## src/rtl/ky32_irq_encoder8x3.sv

```systemverilog
// Registered 8-to-3 priority encoder: rising edges on req are captured into pending, and the lowest eligible index is presented until acked.
// Latency: 2 cycles from a req edge to valid. Backpressure: the presented code holds until ack, with one IDLE cycle between codes.
module ky32_irq_encoder8x3 (
    input  logic       i_clk,
    input  logic       i_rst_n,
    input  logic [7:0] i_req,
    input  logic [7:0] i_mask,
    input  logic       i_ena,
    input  logic       i_ack,
    output logic [2:0] o_code,
    output logic       o_valid,
    output logic [7:0] o_pending,
    output logic [7:0] o_ovf
);

    typedef enum logic {
        IDLE    = 1'b0,
        PRESENT = 1'b1
    } state_t;

    state_t     r_state;
    state_t     w_state_nxt;
    logic [7:0] r_req_q;
    logic [7:0] r_pending;
    logic [7:0] r_ovf;
    logic [2:0] r_code;
    logic       r_valid;

    logic [7:0] w_rise;
    logic [7:0] w_set;
    logic [7:0] w_clr;
    logic [7:0] w_elig;
    logic [2:0] w_winner;
    logic [2:0] w_code_nxt;
    logic       w_valid_nxt;
    logic       w_do_clr;

    assign w_rise = i_req & ~r_req_q;
    assign w_set  = i_ena ? w_rise : 8'h00;
    assign w_elig = r_pending & ~i_mask;

    // Lowest index wins: scan from the top so bit 0 overrides last.
    always_comb begin
        w_winner = 3'd0;
        for (int i = 7; i >= 0; i--) begin
            if (w_elig[i]) begin
                w_winner = 3'(i);
            end
        end
    end

    always_comb begin
        w_state_nxt = r_state;
        w_code_nxt  = r_code;
        w_valid_nxt = r_valid;
        w_do_clr    = 1'b0;
        case (r_state)
            IDLE: begin
                w_valid_nxt = 1'b0;
                if (i_ena && (w_elig != 8'h00)) begin
                    w_code_nxt  = w_winner;
                    w_valid_nxt = 1'b1;
                    w_state_nxt = PRESENT;
                end
            end
            PRESENT: begin
                if (i_ack) begin
                    w_do_clr    = 1'b1;
                    w_valid_nxt = 1'b0;
                    w_state_nxt = IDLE;
                end
            end
            default: begin
                w_valid_nxt = 1'b0;
                w_state_nxt = IDLE;
            end
        endcase
    end

    assign w_clr = w_do_clr ? (8'h01 << r_code) : 8'h00;

    // A rise on the line being acked re-arms pending but counts as a fresh event, so ovf clears.
    always_ff @(posedge i_clk or negedge i_rst_n) begin
        if (!i_rst_n) begin
            r_state   <= IDLE;
            r_req_q   <= 8'h00;
            r_pending <= 8'h00;
            r_ovf     <= 8'h00;
            r_code    <= 3'd0;
            r_valid   <= 1'b0;
        end else begin
            r_state   <= w_state_nxt;
            r_req_q   <= i_req;
            r_pending <= (r_pending & ~w_clr) | w_set;
            r_ovf     <= (r_ovf | (w_set & r_pending)) & ~w_clr;
            r_code    <= w_code_nxt;
            r_valid   <= w_valid_nxt;
        end
    end

    assign o_code    = r_code;
    assign o_valid   = r_valid;
    assign o_pending = r_pending;
    assign o_ovf     = r_ovf;

endmodule

```

## config.mk

```make
export PLATFORM = sky130hd
export DESIGN_NAME = ky32_irq_encoder8x3
export DESIGN_NICKNAME = d
export VERILOG_FILES = /design/src/rtl/ky32_irq_encoder8x3.sv
export SDC_FILE = /design/constraint.sdc
export NUM_CORES = 1
export LEC_CHECK = 0
export BUFFER_PORTS_ARGS = -buffer_cell sky130_fd_sc_hd__buf_2
export CAP_MARGIN = 25
export CELL_PAD_IN_SITES_DETAIL_PLACEMENT = 1
export CELL_PAD_IN_SITES_GLOBAL_PLACEMENT = 2
export CORE_AREA = 2 2 71 73
export DETAILED_ROUTE_END_ITERATION = 10
export DIE_AREA = 0 0 73 75
export PLACE_DENSITY = 0.76
export SLEW_MARGIN = 25
export SYNTH_ARGS = -nofsm -noshare
export SYNTH_HDL_FRONTEND = slang
export SYNTH_SLANG_ARGS = --single-unit
```

## constraint.sdc

```tcl
create_clock -name i_clk -period 1.2 [get_ports i_clk]
set_clock_uncertainty 0.15 [all_clocks]
set_input_delay 0.24 -clock i_clk [delete_from_list [all_inputs] [get_ports i_clk]]
set_output_delay 0.24 -clock i_clk [all_outputs]
set_load 0.005 [all_outputs]
```

==> reports/results.ini <==
[outcome]
status = complete, but fails checks
violations = negative setup slack

[cts]
cts_tree = done
clock-sinks = 29
cts_buffers = 5
clk_pin_slew_ns = 0.06
cts_max_level = 2
clk-insertion-delay-late_ns = 0.29
cts.path.max_buffers = 2
root_buffer = clkbuf_8

[timing]
timing.hold.ws_ns = 0.137
worst_pin_slew_ns = 0.404
fmax_mhz = 673
slew_headroom_pct = 73.0
finalCriticalPeriod_ns = 1.49
timing.final.crit_share_pct = 124
layout_setup_ws_ns = -0.285
rsz0062_at_grt = true
setup_viol = 29
maxSlewViolCount = 0
hold_violations = 0

[detailed_routing]
viasPerCell = 4.97
wl_mm = 5.16
drtIter0Drc = 100
dr.pass1.iters = 4
ant_nets = 0
drc = 0
wl_per_cell_microns = 19.0
vias = 1351

[die]
fp.dieW_microns = 73
coreArea_sq_um = 4660
die_area_sq_um = 5480
io_pins = 40
rows = 25
initial_core_util_pct = 27.0
die_h_microns = 75

[synthesis]
synth_adder_area_share_pct = 0
synth.top_cell.area_share_pct = 57.7
ys_ff_latch = 29
synth-compound-area-share_pct = 21.8
synthArstFlopShare_pct = 100
synth_xor_area_share_pct = 0
netlist_area_sq_um = 1260
yosysTopAreaCell = dfrtp_1
synthCells = 109
synth_simple_gate_area_share_pct = 17.9
synth_top_family_by_area = compound AO/OA/AOI/OAI gates
syn_nets = 129
synthTopCellsByCount = dfrtp_1 (29), a21oi_1 (15), nand2_1 (9)
synth_edf_count = 0
yosys-top-cells-area = dfrtp_1 (58%), a21oi_1 (6.0%), and3b_1 (3.5%)
yosysMostFrequentCell = dfrtp_1
muxShareOfSynthArea_pct = 0
yosysSeqAreaShare_pct = 57.7
synthFlopType = dfrtp_1
postSynthAreaPerCell_sq_um = 11.5
yosysUniqueCellTypes = 29
ys_warn_count = 0

[placed_design]
dpl.hpwl_mm = 2.89
portBuffers = 39
place_inst = 227
gp_congestion = 0.864

[cells_and_area]
fin_cells = 272
syn2layout_area_growth_pct = 95.0
nNetsFinal = 238
diodes = 0
drive_above_1_share_pct = 67.0

[power]
pwr-share-clk_pct = 15.3
swShare_pct = 35.1
p_per_area_nw_per_um2 = 2160
p_comb_share_pct = 54.5
power.switching_mw = 1.86
p_int_mw = 3.44
p_seq_share_pct = 30.2
ir_worst_vdd_mv = 0.604
leakagePower_nw = 1.11

[critical_path]
cpMaxStageDelayCell = dfrtp_1
cp.required_ns = 1.21
worst_ep_arrival_time_ns = 1.49
cp_max_fo = 4
slowest_delay_ns = 0.38
criticalPathCategory = register to register
crit_chain = nand2b_1, o2111ai_4, o311ai_4, o2bb2ai_2
startpoint_type = register
crit_path_end_kind = register

[global_route]
grt_max_degree = 30
grt_pass1_wl_mm = 7.21
grt_pass1_vias = 1423
antenna_found_initial = 0
overflow = 0
grt_use_total_pct = 17.7

[flow_run]
maxCapViolations = 0

[hold_path]
hold_path.class = primary input to register

[cell type report]
type,instances,area (sq um)
multi-input cells,72,681
well taps,54,67.6
flip-flops and latches,29,729
inverters,5,18.8
clock buffers,7,86.3
fillers,505,2210
repair buffers,105,872
[routing by layer]
| metal | part of all wire (%) | wire, microns | vias up | GRT usage, % |
|---|---|---|---|---|
| met5 | 0 | 0 | - | 0 |
| met4 | 2.0 | 105 | 0 | 6.17 |
| met3 | 4.8 | 248 | 8 | 5.22 |
| met2 | 54 | 2810 | 45 | 31.1 |
| met1 | 39 | 2000 | 688 | 20.5 |
| li1 | - | - | 610 | - |
[cells by family (layout without fill, tap and decap cells)]
family / count (synthesis) / count (layout)
flip-flops: 29 / 29
AO/OA/AOI/OAI: 36 / 36
buffers and inverters: 8 / 117
AND/OR/NAND/NOR: 36 / 36
[metrics by stage]
stage                     instance area [sq um]  setup slack (ns)  TNS, ns  utilization (%)  total power [mW]
after CTS                                  2180            -0.153    -2.51             46.7              4.58
after detailed placement                   1750            -0.178    -1.40             37.6              3.12
final                                      2450            -0.285    -3.38             52.7              5.30
after global placement                     1750            -0.113   -0.778             37.6              3.04
after global routing                       2450            -0.318    -4.47             52.7              5.59
after floorplan                            1270           -0.0748   -0.259                -              2.17
[critical path: cells and delay by family, from the launching register on]
family           cells  cell delay (ns)
AND/OR/NAND/NOR      1             0.15
flip-flops           1             0.38
AO/OA/AOI/OAI        3             0.68
[final timing paths]
check | from | slack, ns | cells past startpoint | to
max in group asynchronous | i_rst_n | 0.24 | 3 | o_code[1]$_DFFE_PN0P_
hold / removal | i_ack | 0.14 | 3 | o_valid$_DFFE_PN0P_
hold reg to reg | o_valid$_DFFE_PN0P_ | 0.37 | 2 | o_valid$_DFFE_PN0P_
setup / recovery | o_pending[7]$_DFF_PN0_ | -0.29 | 4 | o_code[0]$_DFFE_PN0P_
setup reg to reg | o_pending[7]$_DFF_PN0_ | -0.29 | 4 | o_code[0]$_DFFE_PN0P_
min in group asynchronous | i_rst_n | 0.34 | 3 | o_ovf[7]$_DFF_PN0_
[power groups by stage]
stage / sequential, mW / clock [mW] / combinational [mW]
floorplan: 1.56 / 0 / 0.612
global placement: 1.53 / 0 / 1.51
detailed placement: 1.55 / 0 / 1.57
CTS: 1.57 / 0.835 / 2.18
global route: 1.63 / 0.873 / 3.09
finish: 1.60 / 0.811 / 2.89
[timing repair]
item,CTS,global route
pin swaps,11,19
gates resized for setup,32,40
endpoints found under the hold margin,37,0
hold buffers,9,0
endpoints found under the setup margin,27,39
setup buffers,16,15
[state kept, by name (all words and copies together) (netlist names)]
name and count:
o_pending 8, o_ovf 8, o_code 3, r_req_q 8, o_valid 1, r_state 1
[placed cells by master, fill, tap and decap left out, types with 3 or more instances in the layout]
cell type      instances
a21o_1                 4
and3b_1                5
nand2_2                6
a21oi_1                5
inv_1                  3
dlygate4sd3_1          9
clkbuf_8               6
nor2b_1                3
a21oi_2               10
buf_2                 29
buf_6                 29
nor2_4                 3
dfrtp_1               26
buf_4                 36
nand2b_1               5
dfrtp_2                3
nand2b_4               3
Note: power is estimated with default switching activity, not from simulation.
